$ cat src/rtl/gpu_csr_pkg.sv
// Shared register-map constants for the GPU CSR bank.
// Word indices are in register units; the byte address is word * BYTES_PER_REG.
package gpu_csr_pkg;

   localparam int CSR_VERSION     = 0;
   localparam int CSR_IRQ_PENDING = 1;
   localparam int CSR_IRQ_ENABLE  = 2;
   localparam int CSR_DOORBELL    = 3;
   localparam int CSR_STAT_BASE   = 4;

   // The control block sits directly after the status words.
   function automatic int csr_ctrl_base(input int num_stat);
      return CSR_STAT_BASE + num_stat;
   endfunction

endpackage

$ cat src/rtl/gpu_irq_ctrl.sv
// Edge-triggered interrupt block: rising-edge detect per source, W1C pending,
// RW enable and a registered irq_o.
module gpu_irq_ctrl #(
   parameter int IRQ_COUNT = 8
) (
   input  logic                 clk_i,
   input  logic                 rst_i,
   input  logic [IRQ_COUNT-1:0] irq_src_i,
   input  logic [IRQ_COUNT-1:0] clr_i,
   input  logic                 en_wr_i,
   input  logic [IRQ_COUNT-1:0] wdata_i,
   input  logic [IRQ_COUNT-1:0] wmask_i,
   output logic [IRQ_COUNT-1:0] pending_o,
   output logic [IRQ_COUNT-1:0] enable_o,
   output logic                 irq_o
);

   logic [IRQ_COUNT-1:0] prev_q, pend_q, pend_d, enab_q, enab_d;
   logic                 irq_q;

   // The set term is applied after the clear term so a new edge beats a W1C.
   always_comb begin
      pend_d = (pend_q & ~clr_i) | (irq_src_i & ~prev_q);
      enab_d = en_wr_i ? ((enab_q & ~wmask_i) | (wdata_i & wmask_i)) : enab_q;
   end

   always_ff @(posedge clk_i) begin
      // NOTE: registers use non-blocking assignments so every flop samples pre-edge values.
      if (rst_i) begin
         prev_q <= '0;
         pend_q <= '0;
         enab_q <= '0;
         irq_q  <= 1'b0;
      end else begin
         prev_q <= irq_src_i;
         pend_q <= pend_d;
         enab_q <= enab_d;
         irq_q  <= |(pend_q & enab_q);
      end
   end

   assign pending_o = pend_q;
   assign enable_o  = enab_q;
   assign irq_o     = irq_q;

endmodule

$ cat src/rtl/gpu_csr_bank.sv
// Host-side CSR bank: version, IRQ block, doorbell, status and control words.
// Define GPU_CSR_SHADOW_EN to stage control writes in a shadow copy loaded by commit_i.
module gpu_csr_bank
   import gpu_csr_pkg::*;
#(
   parameter int          BYTES_PER_REG = 4,
   parameter int          NUM_STAT      = 2,
   parameter int          NUM_CTRL      = 2,
   parameter int          IRQ_COUNT     = 8,
   parameter logic [31:0] VERSION       = 32'h0001_0000,
   localparam int         W             = 8*BYTES_PER_REG,
   localparam int         ADDR_BITS     = $clog2((4+NUM_STAT+NUM_CTRL)*BYTES_PER_REG)
) (
   input  logic                     clk_i,
   input  logic                     rst_i,
   input  logic                     en_i,
   input  logic [ADDR_BITS-1:0]     addr_i,
   input  logic [W-1:0]             din_i,
   input  logic [BYTES_PER_REG-1:0] we_i,
   output logic [W-1:0]             dout_o,
   input  logic [NUM_STAT*W-1:0]    status_i,
   output logic [NUM_CTRL*W-1:0]    control_o,
   input  logic [IRQ_COUNT-1:0]     irq_src_i,
   output logic                     irq_o,
   output logic [W-1:0]             doorbell_o,
   input  logic                     commit_i
);

   localparam int           OFFS      = $clog2(BYTES_PER_REG);
   localparam int           CTRL_BASE = csr_ctrl_base(NUM_STAT);
   localparam logic [W-1:0] VERSION_W = W'(VERSION);

   logic [ADDR_BITS-1:0]       word;
   logic [W-1:0]               bit_mask;
   logic [W-1:0]               dout_q, dout_d, doorbell_q, doorbell_d;
   logic [NUM_STAT-1:0][W-1:0] stat_q;
   logic [NUM_CTRL-1:0][W-1:0] ctrl_q, ctrl_host, ctrl_host_d;
   logic [IRQ_COUNT-1:0]       pending, enable, irq_clr;
   logic                       irq_en_wr;

   assign word = addr_i >> OFFS;

   always_comb begin
      bit_mask = '0;
      for (int b = 0; b < BYTES_PER_REG; b++) bit_mask[b*8 +: 8] = {8{we_i[b]}};
   end

   // Write decode; ctrl_host is whichever copy the host addresses.
   always_comb begin
      // NOTE: every combinational output gets a default first, so no latch is inferred.
      ctrl_host_d = ctrl_host;
      doorbell_d  = '0;
      irq_clr     = '0;
      irq_en_wr   = 1'b0;
      if (en_i) begin
         if (word == ADDR_BITS'(CSR_IRQ_PENDING)) irq_clr = din_i[IRQ_COUNT-1:0] & bit_mask[IRQ_COUNT-1:0];
         if (word == ADDR_BITS'(CSR_IRQ_ENABLE))  irq_en_wr = 1'b1;
         if (word == ADDR_BITS'(CSR_DOORBELL))    doorbell_d = din_i & bit_mask;
         for (int k = 0; k < NUM_CTRL; k++)
            if (word == ADDR_BITS'(CTRL_BASE + k))
               ctrl_host_d[k] = (ctrl_host[k] & ~bit_mask) | (din_i & bit_mask);
      end
   end

   // Reads see pre-write state, giving read-during-write the old value.
   always_comb begin
      dout_d = dout_q;
      if (en_i) begin
         dout_d = '0;
         if (word == ADDR_BITS'(CSR_VERSION))     dout_d = VERSION_W;
         if (word == ADDR_BITS'(CSR_IRQ_PENDING)) dout_d = W'(pending);
         if (word == ADDR_BITS'(CSR_IRQ_ENABLE))  dout_d = W'(enable);
         for (int k = 0; k < NUM_STAT; k++)
            if (word == ADDR_BITS'(CSR_STAT_BASE + k)) dout_d = stat_q[k];
         for (int k = 0; k < NUM_CTRL; k++)
            if (word == ADDR_BITS'(CTRL_BASE + k)) dout_d = ctrl_host[k];
      end
   end

   always_ff @(posedge clk_i) begin
      if (rst_i) begin
         dout_q     <= '0;
         doorbell_q <= '0;
      end else begin
         dout_q     <= dout_d;
         doorbell_q <= doorbell_d;
      end
   end

   // NOTE: stat_q is a plain pipeline copy of status_i, so it carries no reset.
   always_ff @(posedge clk_i) stat_q <= status_i;

`ifdef GPU_CSR_SHADOW_EN
   logic [NUM_CTRL-1:0][W-1:0] shadow_q;

   assign ctrl_host = shadow_q;

   always_ff @(posedge clk_i) begin
      if (rst_i) begin
         shadow_q <= '0;
         ctrl_q   <= '0;
      end else begin
         shadow_q <= ctrl_host_d;
         if (commit_i) ctrl_q <= ctrl_host_d;
      end
   end
`else
   logic unused_commit;

   assign unused_commit = commit_i;
   assign ctrl_host     = ctrl_q;

   always_ff @(posedge clk_i) begin
      if (rst_i) ctrl_q <= '0;
      else       ctrl_q <= ctrl_host_d;
   end
`endif

   gpu_irq_ctrl #(.IRQ_COUNT(IRQ_COUNT)) u_irq (
      .clk_i     (clk_i),
      .rst_i     (rst_i),
      .irq_src_i (irq_src_i),
      .clr_i     (irq_clr),
      .en_wr_i   (irq_en_wr),
      .wdata_i   (din_i[IRQ_COUNT-1:0]),
      .wmask_i   (bit_mask[IRQ_COUNT-1:0]),
      .pending_o (pending),
      .enable_o  (enable),
      .irq_o     (irq_o)
   );

   assign dout_o     = dout_q;
   assign doorbell_o = doorbell_q;
   assign control_o  = ctrl_q;

endmodule

$ cat config.mk
export PLATFORM = sky130hd
export DESIGN_NAME = gpu_csr_bank
export DESIGN_NICKNAME = d
export VERILOG_FILES = /design/src/rtl/gpu_csr_pkg.sv /design/src/rtl/gpu_irq_ctrl.sv /design/src/rtl/gpu_csr_bank.sv
export SDC_FILE = /design/constraint.sdc
export NUM_CORES = 1
export LEC_CHECK = 0
export ABC_AREA = 1
export CAP_MARGIN = 0
export CORE_UTILIZATION = 40
export DETAILED_ROUTE_END_ITERATION = 10
export PLACE_DENSITY = 0.74
export SYNTH_ARGS = -nofsm -noshare
export SYNTH_HDL_FRONTEND = slang
export SYNTH_SLANG_ARGS = --single-unit
$ cat constraint.sdc
create_clock -name clk_i -period 1.15 [get_ports clk_i]
set_clock_uncertainty 0.1 [all_clocks]
set_input_delay 0.115 -clock clk_i [delete_from_list [all_inputs] [get_ports clk_i]]
set_output_delay 0.115 -clock clk_i [all_outputs]
set_load 0.005 [all_outputs]
* Word-level counts from Yosys, hierarchy flattened
Index checks and enable logic that the tools add are counted.
Storage, ports and cells: register bits 217, input port bits 117, output and inout bits 129, logic and storage cells 51
Cells by class: eq/ne operators 7, muxes and demuxes 11, bitwise logic cells 18, reductions and logical operators 5
Operators by type and width (number):
- 2-to-1 mux 32 bit | 6
- bitwise AND 32 bit | 3
- OR 32 bit | 2
- bitwise AND 8 bit | 5
- NOT 32 bit | 1
- NOT 8 bit | 3
- 2-to-1 mux 17 bit | 1
- 2-to-1 mux 8 bit | 2
- OR 8 bit | 2
- == test 3 bit (second input constant) | 4
- OR reduction 8 bit | 1
- == test 3 x 2 -> 1 bit (second input constant) | 2
- logical NOT 5 bit | 1
- AND reduction 2 bit | 2
- == test 3 x 1 -> 1 bit (second input constant) | 1
- OR reduction 3 bit | 1
- 2-to-1 mux 1 bit | 2
- NOT 1 bit | 2

* Depth between registers and ports, before layout
Gate-level depths: netlist of run 1.
depth in word-level cells 8, mapped depth 9, gate-level depth less buffers 7

* Modules after synthesis
From an unflattened synthesis of run 1, not the netlist that was laid out.
Second synthesis, totals: cell total of the unflattened synthesis 896, area, all modules 7531.0 um^2
Modules (own cells, without submodules):
- gpu_csr_bank | times used 1, cells each 771, area each 6566.3 um^2, sequential area each 3843.7 um^2
- gpu_irq_ctrl | times used 1, cells each 125, area each 964.7 um^2, sequential area each 500.5 um^2

* Worst setup path after synthesis of run 1
Ideal clock, no wire load.
path type input -> register, start input port addr_i[3], end register dout_q[2] (netlist: dout_o[2]), setup time 132 ps, data arrival time 1040 ps, required time 918 ps, setup slack -122 ps, stages on the path 9, path buffers 2, cell sequence buf_4 -> clkinv_1 -> nand3_1 -> inv_2 -> buf_2 -> nand2_1 -> nand2_1 -> o21bai_1 -> a21oi_1
Between the ends: word-level cells in the longest chain between the ends 7, elaborated cells on any way between the ends 12, those cells by class 6 x eq/ne; 6 x mux
Ends and longest elaborated chain:
- start, declared | line gpu_csr_bank.sv:17 | input logic [ADDR_BITS-1:0] addr_i,
- == test 3 x 1 -> 1 bit | line gpu_csr_bank.sv:71 | if (word == ADDR_BITS'(CSR_IRQ_PENDING)) dout_d = W'(pending);
- 2-to-1 mux 32 bit | line gpu_csr_bank.sv:71
- 2-to-1 mux 32 bit | line gpu_csr_bank.sv:72 | if (word == ADDR_BITS'(CSR_IRQ_ENABLE)) dout_d = W'(enable);
- 2-to-1 mux 32 bit (2 in a row) | line gpu_csr_bank.sv:74 | if (word == ADDR_BITS'(CSR_STAT_BASE + k)) dout_d = stat_q[k];
- 2-to-1 mux 32 bit | line gpu_csr_bank.sv:76 | if (word == ADDR_BITS'(CTRL_BASE + k)) dout_d = ctrl_host[k];
- 2-to-1 mux 32 bit * | line gpu_csr_bank.sv:76
- end signal, assigned | line gpu_csr_bank.sv:85 | dout_q <= dout_d;
- end, declared | line gpu_csr_bank.sv:35 | logic [W-1:0] dout_q, dout_d, doorbell_q, doorbell_d;
Mark *: on every way between the ends. The rest lies on a longest branch, timed or not. A chain may end at the register's enable or synchronous reset.

* Final worst setup path of run 1
start register dout_q[1] (netlist: dout_o[1]), end output port dout_o[1]
RTL lines:
- end, declared | line gpu_csr_bank.sv:20 | output logic [W-1:0] dout_o,
No word-level cell between the ends.

==> flow_summary.ini, run 1 <==
[timing]
report.final.slew_viol_count = 0
final.period_utilization = 1.05
worst_pin_slew_ns = 0.480
final_critical_path_setup_slack_ns = -0.0553
timing.fmax_mhz = 830
period_minus_slack_ns = 1.21
timing_hold_violations_final = 0
grt_setup_unrepaired = true
final.hold.worst_slack_ns = 0.0377
timing.max_slew.rel_slack = 0.680
setup_viol = 90

[setup_path]
path_buf_inv = 1
critical-path-max-stage-delay_ns = 0.35
timing.critical_path.depth = 1
required_ns = 0.94
path_max_fanout = 2
r2r_cells = 7
critPathCaptureType = output port
timing.critical_path.cells = buf_2
timing.critical_path.arrival_ns = 0.99
start_kind = flop
cpMaxStageDelayCell = dfxtp_2
critPathTopFamily = flip-flops
criticalPathCategory = flop to output port

[min_path]
hold_depth = 4
kind_of_path_behind_the_tightest_hold_check = input pin to flop

[synth]
synthDominantAreaCellType = dfxtp_1
mappedNetlistNets = 995
yosysUniqueCellTypes = 26
yosys_warnings = 0
synth_seq_area_share = 0.582
syn_inst = 878
largest_cells_by_area_after_synthesis = dfxtp_1, nand2_1, a21oi_1
synth_area_per_cell_um2 = 8.50
synth_top_area_share = 0.582
post_synthesis_cell_area_um2 = 7460
synth_seq_cells = 217

[drt]
remaining_drc_errors = 12
detail_route.wirelength_mm = 26.7
drt_first_iter_violations = 515
drt-pass1-iter-count = 10
routed_wire_length_per_instance_um = 17.5
vias_per_cell = 5.11
num_vias = 7778
postRouteAntennaNets = 0

[die]
fp.dieArea_um2 = 19200
effective_utilization_at_floorplan = 0.411
die-height_um = 139
floorplan.die.width_um = 139
rows = 49
placeableCoreArea_um2 = 18100
ioPinCount = 246

[placed_design]
post-place-ws_ns = -0.782
port-buffer-count = 242
gp_congestion = 0.868
detailedPlacementHpwl_mm = 17.7
dpl_cell_area_um2 = 10800

[cts]
cts.root.buffer_cell = clkbuf_16
tritoncts_clock_tree = yes
cts_max_path_buffers = 3
clkSlewWorstSetupHoldPaths_ns = 0.06
total_number_of_clock_tree_sinks = 217
cts_inserted_buffers = 24
htree_levels = 1
worst_skew_pair.late_latency_ns = 0.52

[grt]
global_route.usage.total = 0.266
grt_pass1_wl_mm = 40.5
vias_in_the_first_global_route = 7779
grt_max_degree = 46
number_of_antenna_violations_at_the_first_check_in_global_routing = 2
grt.overflow.total = 0

[final_layout]
stdcell_area_um2 = 12500
syn_to_final_growth_pct = 68.1
mostFrequentLayoutCells = nand2_1, dfxtp_2, clkdlybuf4s50_1
fillerInstances = 1378
multiInputGateArea_um2 = 2770
ff_latch_area_um2 = 4480
drive_gt1_frac = 0.330
finalNetCount = 1392
most_common_library_cell_in_the_layout_ignoring_fill_and_taps = nand2_1

[job]
timing.max_cap.violations = 0

[pwr]
worst_ir_drop_on_vdd_mv = 1.00
power-per-cell-area_nw_per_um2 = 1360
power.leakage_nw = 5.26

[status]
status = finished with violations
violations = DRC, setup timing
[through the flow]
step	cells	power, mW	utilization	setup TNS [ns]
5_1_grt	1521	17.6	0.691	-5.48
2_1_floorplan	878	8.57	-	-0.563
3_3_place_gp	1381	9.52	0.593	-91.68
4_1_cts	1515	17.1	0.674	-3.42
6_report	1521	17.1	0.691	-1.45
3_5_place_dp	1381	9.54	0.593	-94.80
[where the power goes]
part | switching, mW | internal (mW)
Clock | 3.02 | 4.39
Sequential | 0.137 | 7.78
Combinational | 0.779 | 0.973
[repair_timing]
item | CTS | global route
hold endpoints to repair | 65 | 0
resized for setup | 679 | 57
pin swaps | 6 | 2
cloned | 0 | 1
endpoints found under the setup margin | 268 | 163
hold buffers | 65 | 0
buffers inserted | 27 | 5
[logic make-up after synthesis]
logic type,Yosys count,synth area share
DFF,217,0.582
and+or+nand+nor,342,0.192
buffers and inverters,107,0.0607
AOI/OAI and AO/OA,212,0.165
[metal layers]
layer	global-route usage	wire [um]
met1	0.317	10600
met2	0.462	13100
met3	0.0694	2170
met4	0.0940	823
met5	0	14
[synthesized netlist by cell type, drive strengths merged]
| master | number |
|---|---|
| a221oi | 2 |
| clkbuf | 31 |
| o211ai | 22 |
| nor3 | 2 |
| nand4 | 17 |
| o21ai | 35 |
| o22ai | 8 |
| nor2 | 54 |
| nand3 | 53 |
| o21bai | 8 |
| inv | 50 |
| dfxtp | 217 |
| buf | 24 |
| a21oi | 106 |
| a22oi | 31 |
| nand2 | 216 |
| clkinv | 2 |
[cell type report]
type	instances	share of cell area
flip-flops and latches	217	0.357
repair buffers	426	0.322
multi-input cells	554	0.221
clock buffers	35	0.0552
well taps	229	0.0228
inverters	52	0.0160
clock inverters	7	0.00569
diodes	1	0.000200
[worst paths after layout]
check                   from                 end  slack, ns
max                dout_o[1]           dout_o[1]      -0.06
min                    rst_i           dout_o[1]       0.04
max reg2reg             flop           dout_o[1]       0.03
min reg2reg  u_irq.prev_q[1]  u_irq.pending_o[1]       0.32
Note: power is estimated with default switching activity, not from simulation.
==> run 2, diff against run 1 <==
Settings changed: HOLD_SLACK_MARGIN from default to 0.12.
==> flow_summary.ini, run 2 (same netlist as run 1, synthesis figures left out) <==
[status]
status = finished with violations
violations = DRC, setup timing

[setup_path]
timing.critical_path.arrival_ns = 0.99
r2r_cells = 7
cpMaxStageDelayCell = dfxtp_2
timing.critical_path.cells = buf_2
critical-path-max-stage-delay_ns = 0.35
r2r_slack_ns = 0.03
r2r_end = dout_o[1]
path_max_fanout = 2
critPathCaptureType = output port
startpoint = dout_o[1]
criticalPathCategory = flop to output port
path_buf_inv = 1
required_ns = 0.94
critPathTopFamily = flip-flops
start_kind = flop
critical_path_destination = dout_o[1]
timing.critical_path.depth = 1

[cts]
tritoncts_clock_tree = yes
htree_levels = 1
worst_skew_pair.late_latency_ns = 0.52
cts_inserted_buffers = 24
cts_max_path_buffers = 3
total_number_of_clock_tree_sinks = 217
clkSlewWorstSetupHoldPaths_ns = 0.06
cts.root.buffer_cell = clkbuf_16

[die]
placeableCoreArea_um2 = 18100
effective_utilization_at_floorplan = 0.411
floorplan.die.width_um = 139
fp.dieArea_um2 = 19200
rows = 49
die-height_um = 139
ioPinCount = 246

[final_layout]
syn_to_final_growth_pct = 70.5
finalNetCount = 1410
final_core_utilization = 0.701
drive_gt1_frac = 0.327
mostFrequentLayoutCells = nand2_1, dfxtp_2, clkdlybuf4s50_1
stdcell_area_um2 = 12700
most_common_library_cell_in_the_layout_ignoring_fill_and_taps = nand2_1
final-instance-count-excl-fill = 1539

[pwr]
worst_ir_drop_on_vdd_mv = 0.990
power.leakage_nw = 5.34
p_total_mw = 17.1
power-per-cell-area_nw_per_um2 = 1350

[placed_design]
gp_congestion = 0.868
detailedPlacementHpwl_mm = 17.7
dp.cells = 1381
port-buffer-count = 242
post-place-ws_ns = -0.782
dpl_cell_area_um2 = 10800

[timing]
final_critical_path_setup_slack_ns = -0.0540
final.period_utilization = 1.05
report.final.slew_viol_count = 0
setup_viol = 88
timing_hold_violations_final = 0
timing.fmax_mhz = 831
timing.max_slew.rel_slack = 0.683
worst_pin_slew_ns = 0.475
final.hold.worst_slack_ns = 0.0728
grt_setup_unrepaired = true
period_minus_slack_ns = 1.20
setup-tns-final_ns = -1.55

[drt]
postRouteAntennaNets = 0
routed_wire_length_per_instance_um = 17.6
remaining_drc_errors = 12
vias_per_cell = 5.13
drt_first_iter_violations = 541
drt-pass1-iter-count = 10
detail_route.wirelength_mm = 27.1
num_vias = 7894

[min_path]
kind_of_path_behind_the_tightest_hold_check = input pin to flop

[grt]
grt_pass1_wl_mm = 41.0
vias_in_the_first_global_route = 7879
number_of_antenna_violations_at_the_first_check_in_global_routing = 2
grt.overflow.total = 0
global_route.usage.total = 0.269
grt_max_degree = 46

[job]
timing.max_cap.violations = 0
-- run 2: cell count changes in the layout (fill, tap and decap cells not counted) --
cell / delta
nor2_2: +1
dlygate4sd3_1: +17
buf_4: +1
a21oi_2: +1
inv_1: +1
inv_2: -1
nor2_1: -1
a21oi_1: -1
-- run 2: layout make-up --
type	count	area [um^2]
diodes	1	2.50
clock buffers	35	692
clock inverters	7	71.3
fillers	1346	5420
inverters	52	200
multi-input cells	554	2770
flip-flops and latches	217	4480
well taps	229	287
repair buffers	444	4220
-- run 2: routing by layer --
layer	GRT usage	up-vias	part of all wire
li1	-	3772	-
met1	0.321	3692	0.40
met2	0.469	357	0.49
met3	0.0673	71	0.080
met4	0.0952	2	0.032
met5	0	-	0.00052
-- run 2: worst min-delay path by stage --
stage | from | to | slack [ns] | depth (start not counted)
after global placement | u_irq.prev_q[2] | u_irq.pending_o[2] | 0.31 | 1
after detailed placement | u_irq.prev_q[5] | u_irq.pending_o[5] | 0.32 | 1
final | rst_i | flop | 0.07 | 6
after CTS | rst_i | dout_o[1] | 0.03 | 4
after global routing | rst_i | flop | 0.10 | 6
after floorplan | status_i[0] | stat_q[0] | 0.04 | 0
-- run 2: what timing repair did --
action,4_1_cts,5_1_grt
buffers inserted,27,6
hold buffers,80,2
endpoints found under the setup margin,268,163
endpoints found under the hold margin,144,36
gates resized for setup,679,58
pin swaps,6,2
gates cloned,0,1
-- run 2: power by group --
| part | switching (mW) | total (mW) | internal (mW) | leakage [nW] |
|---|---|---|---|---|
| registers | 0.138 | 7.92 | 7.78 | 1.84 |
| logic | 0.796 | 1.81 | 1.01 | 3.13 |
| clock network | 3.00 | 7.39 | 4.38 | 0.379 |
